**config.mk**
```make
export PLATFORM = sky130hd
export DESIGN_NAME = solar_tracker_2axis
export DESIGN_NICKNAME = d
export VERILOG_FILES = /design/src/rtl/solar_tracker_2axis.sv
export SDC_FILE = /design/constraint.sdc
export NUM_CORES = 1
export LEC_CHECK = 0
export ABC_AREA = 1
export CAP_MARGIN = 20
export CORE_MARGIN = 4
export CORE_UTILIZATION = 45
export CTS_BUF_LIST = sky130_fd_sc_hd__clkbuf_4 sky130_fd_sc_hd__clkbuf_8 sky130_fd_sc_hd__clkbuf_16
export CTS_CLUSTER_DIAMETER = 100
export DETAILED_ROUTE_END_ITERATION = 12
export GPL_ROUTABILITY_DRIVEN = 0
export HOLD_SLACK_MARGIN = 0.1
export PLACE_DENSITY_LB_ADDON = 0.2
export SYNTH_ARGS = -nofsm -noshare
export SYNTH_HDL_FRONTEND = slang
export SYNTH_SLANG_ARGS = --single-unit
```
**constraint.sdc**
```tcl
create_clock -name clk -period 1.8 [get_ports clk]
set_clock_uncertainty 0.05 [all_clocks]
set_input_delay 0.18 -clock clk [delete_from_list [all_inputs] [get_ports clk]]
set_output_delay 0.18 -clock clk [all_outputs]
set_load 0.02 [all_outputs]
```
**src/rtl/solar_tracker_2axis.sv**
```systemverilog
// Two-axis sun-tracker controller.
// Each axis compares an opposing pair of light sensors and drives a pair of
// motor enables. Moves start and stop with hysteresis, every stop is followed
// by a settle period, and a run-time watchdog latches a fault.
// In exclusive mode only one axis may be moving at a time.

module solar_tracker_axis #(
   parameter int W          = 8,
   parameter int TH_START   = 10,
   parameter int TH_STOP    = 2,
   parameter int SETTLE_CYC = 16,
   parameter int MAX_RUN    = 1024,
   parameter int CNT_W      = 11
) (
   input  logic         clk,
   input  logic         rst,
   input  logic [W-1:0] a,          // positive-side sample (N or E)
   input  logic [W-1:0] b,          // negative-side sample (S or W)
   input  logic         en,
   input  logic         allow,      // arbitration grant for IDLE -> MOVE
   input  logic         fault_clr,
   output logic         req,        // IDLE and an imbalance wants a move
   output logic         moving,     // registered state is MOVE_POS or MOVE_NEG
   output logic         busy_nxt,   // next state is MOVE or SETTLE
   output logic         mpos,
   output logic         mneg,
   output logic         flt
);

   typedef enum logic [2:0] {
      IDLE     = 3'd0,
      MOVE_POS = 3'd1,
      MOVE_NEG = 3'd2,
      SETTLE   = 3'd3,
      FAULT    = 3'd4
   } state_t;

   // Thresholds widened by one bit so that sample + threshold never wraps.
   localparam logic [W:0]       TH_START_X  = (W+1)'(TH_START);
   localparam logic [W:0]       TH_STOP_X   = (W+1)'(TH_STOP);
   localparam logic [CNT_W-1:0] RUN_LAST    = CNT_W'(MAX_RUN - 1);
   localparam logic [CNT_W-1:0] SETTLE_LAST = CNT_W'(SETTLE_CYC - 1);

   state_t           state_r;
   state_t           state_nxt_s;
   logic [CNT_W-1:0] cnt_r;
   logic [CNT_W-1:0] cnt_nxt_s;
   logic [W:0]       a_x_s;
   logic [W:0]       b_x_s;
   logic             start_pos_s;
   logic             start_neg_s;
   logic             stop_pos_s;
   logic             stop_neg_s;

   // Imbalance decisions in W+1 bits.
   always_comb begin
      a_x_s       = {1'b0, a};
      b_x_s       = {1'b0, b};
      start_pos_s = en && (a_x_s > (b_x_s + TH_START_X));
      start_neg_s = en && (b_x_s > (a_x_s + TH_START_X));
      stop_pos_s  = !en || (a_x_s <= (b_x_s + TH_STOP_X));
      stop_neg_s  = !en || (b_x_s <= (a_x_s + TH_STOP_X));
   end

   // Next-state logic; stop has priority over the watchdog.
   always_comb begin
      state_nxt_s = state_r;
      req         = 1'b0;
      case (state_r)
         IDLE: begin
            if (start_pos_s) begin
               req         = 1'b1;
               state_nxt_s = allow ? MOVE_POS : IDLE;
            end else if (start_neg_s) begin
               req         = 1'b1;
               state_nxt_s = allow ? MOVE_NEG : IDLE;
            end else begin
               state_nxt_s = IDLE;
            end
         end
         MOVE_POS: begin
            if (stop_pos_s) begin
               state_nxt_s = SETTLE;
            end else if (cnt_r == RUN_LAST) begin
               state_nxt_s = FAULT;
            end else begin
               state_nxt_s = MOVE_POS;
            end
         end
         MOVE_NEG: begin
            if (stop_neg_s) begin
               state_nxt_s = SETTLE;
            end else if (cnt_r == RUN_LAST) begin
               state_nxt_s = FAULT;
            end else begin
               state_nxt_s = MOVE_NEG;
            end
         end
         SETTLE: begin
            if (cnt_r == SETTLE_LAST) begin
               state_nxt_s = IDLE;
            end else begin
               state_nxt_s = SETTLE;
            end
         end
         FAULT: begin
            if (fault_clr) begin
               state_nxt_s = SETTLE;
            end else begin
               state_nxt_s = FAULT;
            end
         end
         default: begin
            state_nxt_s = IDLE;
         end
      endcase
   end

   // Shared run/settle counter: restarts on every state change, counts in timed states.
   always_comb begin
      cnt_nxt_s = '0;
      if (state_nxt_s != state_r) begin
         cnt_nxt_s = '0;
      end else if ((state_r == MOVE_POS) || (state_r == MOVE_NEG) || (state_r == SETTLE)) begin
         cnt_nxt_s = cnt_r + CNT_W'(1);
      end else begin
         cnt_nxt_s = '0;
      end
   end

   assign busy_nxt = (state_nxt_s == MOVE_POS) || (state_nxt_s == MOVE_NEG) ||
                     (state_nxt_s == SETTLE);
   assign moving   = mpos | mneg;

   // State, counter and registered Moore outputs.
   always_ff @(posedge clk or posedge rst) begin
      if (rst) begin
         state_r <= IDLE;
         cnt_r   <= '0;
         mpos    <= 1'b0;
         mneg    <= 1'b0;
         flt     <= 1'b0;
      end else begin
         state_r <= state_nxt_s;
         cnt_r   <= cnt_nxt_s;
         mpos    <= (state_nxt_s == MOVE_POS);
         mneg    <= (state_nxt_s == MOVE_NEG);
         flt     <= (state_nxt_s == FAULT);
      end
   end

endmodule

module solar_tracker_2axis #(
   parameter int W          = 8,
   parameter int TH_START   = 10,
   parameter int TH_STOP    = 2,
   parameter int SETTLE_CYC = 16,
   parameter int MAX_RUN    = 1024,
   parameter int CNT_W      = 11
) (
   input  logic         clk,
   input  logic         rst,
   input  logic [W-1:0] lsn,
   input  logic [W-1:0] lse,
   input  logic [W-1:0] lss,
   input  logic [W-1:0] lsw,
   input  logic         en,
   input  logic         mode,
   input  logic         fault_clr,
   output logic         mn,
   output logic         ms,
   output logic         me,
   output logic         mw,
   output logic [1:0]   fault,
   output logic         busy
);

   logic ns_req_s;
   logic ns_moving_s;
   logic ns_busy_nxt_s;
   logic ns_allow_s;
   logic ns_flt_s;
   logic ew_req_s;
   logic ew_moving_s;
   logic ew_busy_nxt_s;
   logic ew_allow_s;
   logic ew_flt_s;

   // Exclusive arbitration: N/S wins a simultaneous request; E/W also waits
   // while N/S is moving or entering a move on this edge.
   assign ns_allow_s = mode | ~ew_moving_s;
   assign ew_allow_s = mode | ~(ns_moving_s | (ns_req_s & ns_allow_s));

   solar_tracker_axis #(
      .W(W), .TH_START(TH_START), .TH_STOP(TH_STOP),
      .SETTLE_CYC(SETTLE_CYC), .MAX_RUN(MAX_RUN), .CNT_W(CNT_W)
   ) u_ns (
      .clk(clk), .rst(rst), .a(lsn), .b(lss), .en(en),
      .allow(ns_allow_s), .fault_clr(fault_clr),
      .req(ns_req_s), .moving(ns_moving_s), .busy_nxt(ns_busy_nxt_s),
      .mpos(mn), .mneg(ms), .flt(ns_flt_s)
   );

   solar_tracker_axis #(
      .W(W), .TH_START(TH_START), .TH_STOP(TH_STOP),
      .SETTLE_CYC(SETTLE_CYC), .MAX_RUN(MAX_RUN), .CNT_W(CNT_W)
   ) u_ew (
      .clk(clk), .rst(rst), .a(lse), .b(lsw), .en(en),
      .allow(ew_allow_s), .fault_clr(fault_clr),
      .req(ew_req_s), .moving(ew_moving_s), .busy_nxt(ew_busy_nxt_s),
      .mpos(me), .mneg(mw), .flt(ew_flt_s)
   );

   assign fault = {ew_flt_s, ns_flt_s};

   // Registered busy flag from both axes' next states.
   always_ff @(posedge clk or posedge rst) begin
      if (rst) begin
         busy <= 1'b0;
      end else begin
         busy <= ns_busy_nxt_s | ew_busy_nxt_s;
      end
   end

   // E/W request is only needed for arbitration toward N/S in a wider tree.
   logic unused_s;
   assign unused_s = ew_req_s;

endmodule

```
==> key figures <==
Global routing
  • Vias in the first global route: 4972
  • Gr ovfl total: 0
  • Global Route Usage Sum: 0.2378
  • Initial antenna violation count: 0
  • First-pass GRT wire length: 22100 um
  • Largest net degree at the start of global routing: 36

Timing
  • Tcrit/Tclk final: 1.269
  • Setup TNS: -13460 ps
  • Relative slew slack: 0.6644
  • Minimum clock period: 2284 ps
  • Final hold slack: 251.2 ps
  • Max Slew Vio Count: 0
  • Worst-margin pin slew: 498.1 ps
  • Final worst slack: -483.8 ps
  • Fmax: 0.4379 GHz
  • RSZ-0062 raised after global routing: true
  • Endpoints failing setup: 35
  • Fin. Hold Viols: 0

Yosys
  • EDFF count, synth: 0
  • Yosys top cell area share: 0.2080
  • XOR/XNOR share of the synthesized area: 0.06657
  • Most common cell in the netlist: nand2_1
  • Commonest cells post-synth: nand2_1, inv_1, nor2_1
  • Most used DFF post-synth: dfrtp_1
  • Post-synthesis adder-cell area fraction: 0.1664
  • Synth area leader: dfrtp_1
  • Synthesized flop and latch total: 35
  • Yosys warns: 0
  • Compound-Gate Fraction of Synth Area: 0.06389
  • Syn Inst Count: 626
  • Largest family of logic cells by synthesized area: simple AND/OR/NAND/NOR gates
  • Avg Cell Area, Syn: 6.726 sq um
  • Proportion of synthesized area in mux cells: 0
  • Cell variety after synth: 36
  • Synth area leaders: dfrtp_1, ha_1, nand2_1, inv_1, nand3_1
  • Post-synthesis net count: 719
  • Synth async-reset ratio: 1.000
  • Sequential fraction of the synthesis area: 0.2080
  • Mapped cell area: 4210 sq um
  • Simple-Gate Fraction of Synth Area: 0.3997

Setup path
  • Slowest cell on the critical path: ha_1
  • Crit start category: primary input
  • Crit path max-delay family: simple AND/OR/NAND/NOR gates
  • CP max stage delay: 320 ps
  • Worst R2R Start: u_ns.cnt_r[1]$_DFF_PP0_
  • Crit Path Class: in2reg
  • Req. time, crit path: 1930 ps
  • CP Data Arrival Time: 2410 ps
  • Crit path from: lss[3]
  • CP Capture Type: flop
  • CP most frequent cell: nand2_1
  • Cell breakdown of the critical path: buf_2, inv_1, nor2_4, buf_4, xor2_1, ha_1, nand2_1, buf_4, nor2_1, nand3_1, nand2_2, nand4_2, nand2_4, nand3_2, nand2_1, nand2_1, nand2_2, buf_6, nor2_2
  • Critical path peak fanout: 6
  • Buffers & Inverters on Critical Path: 5

Power and ir drop
  • Clock share of power: 0.162
  • Flop pwr share: 0.185
  • Comb power frac: 0.653
  • Internal power: 0.002999 W
  • VDD IR max: 0.0008672 V
  • Switching Share: 0.4341
  • Design Power: 0.005300 W
  • P_sw: 0.002301 W
  • Pwr Density: 812.7 nW/um^2
  • P_leak: 3.234 nW

Die
  • Core area: 9153 sq um
  • Die area: 10970 sq um
  • Initial core utilization: 0.4600
  • Row cnt: 35
  • Ports: 44
  • Die Y-Extent: 104.7 um
  • DIE WIDTH: 104.7 um

Cells and area
  • Antenna Cells: 0
  • Post-route cell area: 6521 sq um
  • Layout Utilization: 0.7125
  • Fin nets: 910
  • Layout Area Growth over Synthesis: 54.89%
  • Layout cell share with drive strength beyond 1: 0.4010
  • Fillcell total: 716

Clock network
  • CTS tree: built
  • Total CTS buffers: 5
  • CTS H-tree lvls: 2
  • CTS Root Cell: clkbuf_8
  • Clock transition at the registers of the reported paths: 80 ps
  • Clk_lat worst skew: 280 ps
  • Clock tree buffer depth: 2
  • Clk sinks: 35

Placed design
  • Detailed placement HPWL: 9638 um
  • Dpl cell area: 5739 sq um
  • Port Buffers: 43

Drt
  • DR vias/cell: 5.136
  • Wirelength, routed: 13050 um
  • Initial DRC Count: 191
  • Wire per inst: 14.05 um
  • Routed via count: 4771
  • Post-route DRC: 0
  • Antenna Nets Post-Route: 0
  • Pre-antenna DRT Iters: 4

Run status
  • Failing checks: setup timing
  • Status: finished with violations

Flow run
  • Number of max-cap violations: 0

Hold path
  • Hold WC Path Type: in2async
[metrics by stage]
step | std cells | setup WS [ps]
2_1_floorplan | 626 | -391.1
3_3_place_gp | 894 | -1136
3_5_place_dp | 894 | -1241
4_1_cts | 926 | -486.0
5_1_grt | 929 | -667.9
6_report | 929 | -483.8
[cells in the final DEF, fill, tap and decap left out, types with 6 or more instances in the layout]
master           synthesis  final
nor2_1                  58     37
clkdlybuf4s50_1          0     16
nand4_1                  9      9
buf_6                    2     16
nand2_1                157    132
o21ai_0                 14     14
nand3_2                  5     15
nand3b_1                 8      8
xnor2_1                  8      6
nor3_1                   9      9
buf_8                    0      7
dfrtp_1                 35     35
nand3_1                 56     45
ha_1                    56     49
xor2_1                  24     24
nor2_2                  28     32
dlygate4sd2_1            0      6
buf_4                    3    134
nand2_2                 13     33
ha_4                     0      6
buf_2                    0      7
inv_1                   92     74
nor2_4                   2     19
inv_2                    0     16
a21oi_1                 13      9
[routing by layer]
layer / vias up / track usage / share of wire
met5: - / 0 / 0
met3: 29 / 0.02718 / 0.032
li1: 2411 / - / -
met2: 110 / 0.4500 / 0.53
met1: 2221 / 0.2808 / 0.42
met4: 0 / 0.06467 / 0.023
[path summary, 6_finish.rpt]
path	endpoint	slack [ps]	cells after the start
min	u_ew.cnt_r[9]$_DFF_PP0_	250	3
max in group asynchronous	u_ns.cnt_r[7]$_DFF_PP0_	1120	3
max reg2reg	u_ns.cnt_r[3]$_DFF_PP0_	-480	12
max	u_ns.cnt_r[3]$_DFF_PP0_	-480	19
min in group clk	u_ns.cnt_r[0]$_DFF_PP0_	580	4
min reg2reg	u_ns.cnt_r[0]$_DFF_PP0_	580	4
[logic make-up after synthesis]
family | after synthesis
fa+ha+maj | 56
simple gates | 358
buf+inv | 100
flops | 35
compound gates | 45
xor+xnor | 32
[power groups by stage]
| stage | clock (W) | sequential, W | combinational (W) |
|---|---|---|---|
| 2_1_floorplan | 0 | 0.00103 | 0.00153 |
| 3_3_place_gp | 0 | 0.000988 | 0.00259 |
| 3_5_place_dp | 0 | 0.000992 | 0.00265 |
| 4_1_cts | 0.000869 | 0.000977 | 0.00342 |
| 5_1_grt | 0.000922 | 0.000991 | 0.00378 |
| 6_report | 0.000856 | 0.000981 | 0.00346 |
[registers in the layout, summed over array words and instances, names as in the netlist]
| register | count |
|---|---|
| busy | 1 |
| u_ew.cnt_r | 11 |
| u_ew.flt | 1 |
| u_ew.mneg | 1 |
| u_ew.mpos | 1 |
| u_ew.state_r | 3 |
| u_ns.cnt_r | 11 |
| u_ns.flt | 1 |
| u_ns.mneg | 1 |
| u_ns.mpos | 1 |
| u_ns.state_r | 3 |
[layout make-up]
cell class / count / area [sq um] / area share
sequential: 35 / 875.8 / 0.1343
clock inverter: 2 / 60.06 / 0.009210
tap: 111 / 138.9 / 0.02130
multi-input combinational: 491 / 3410 / 0.5228
inverter: 92 / 350.3 / 0.05372
clock buffer: 6 / 76.32 / 0.01170
timing repair buffer: 192 / 1610 / 0.2469
[what timing repair did]
item                                    4_1_cts  5_1_grt
endpoints found under the setup margin       35       35
cloned                                        1        0
hold buffers                                  0        0
setup buffers                                30       10
pin swaps                                    52       33
gates resized for setup                     207       27
endpoints found under the hold margin         0        0
[worst register-to-register path: cells and delay by family, from the launching register on]
| kind | cells | cell delay (ps) |
|---|---|---|
| buffers and inverters | 2 | 240 |
| AND/OR/NAND/NOR | 7 | 730 |
| AO/OA/AOI/OAI | 2 | 590 |
| adder cells (fa/ha/maj) | 1 | 220 |
| flip-flops | 1 | 350 |
Note: power is estimated with default switching activity, not from simulation.
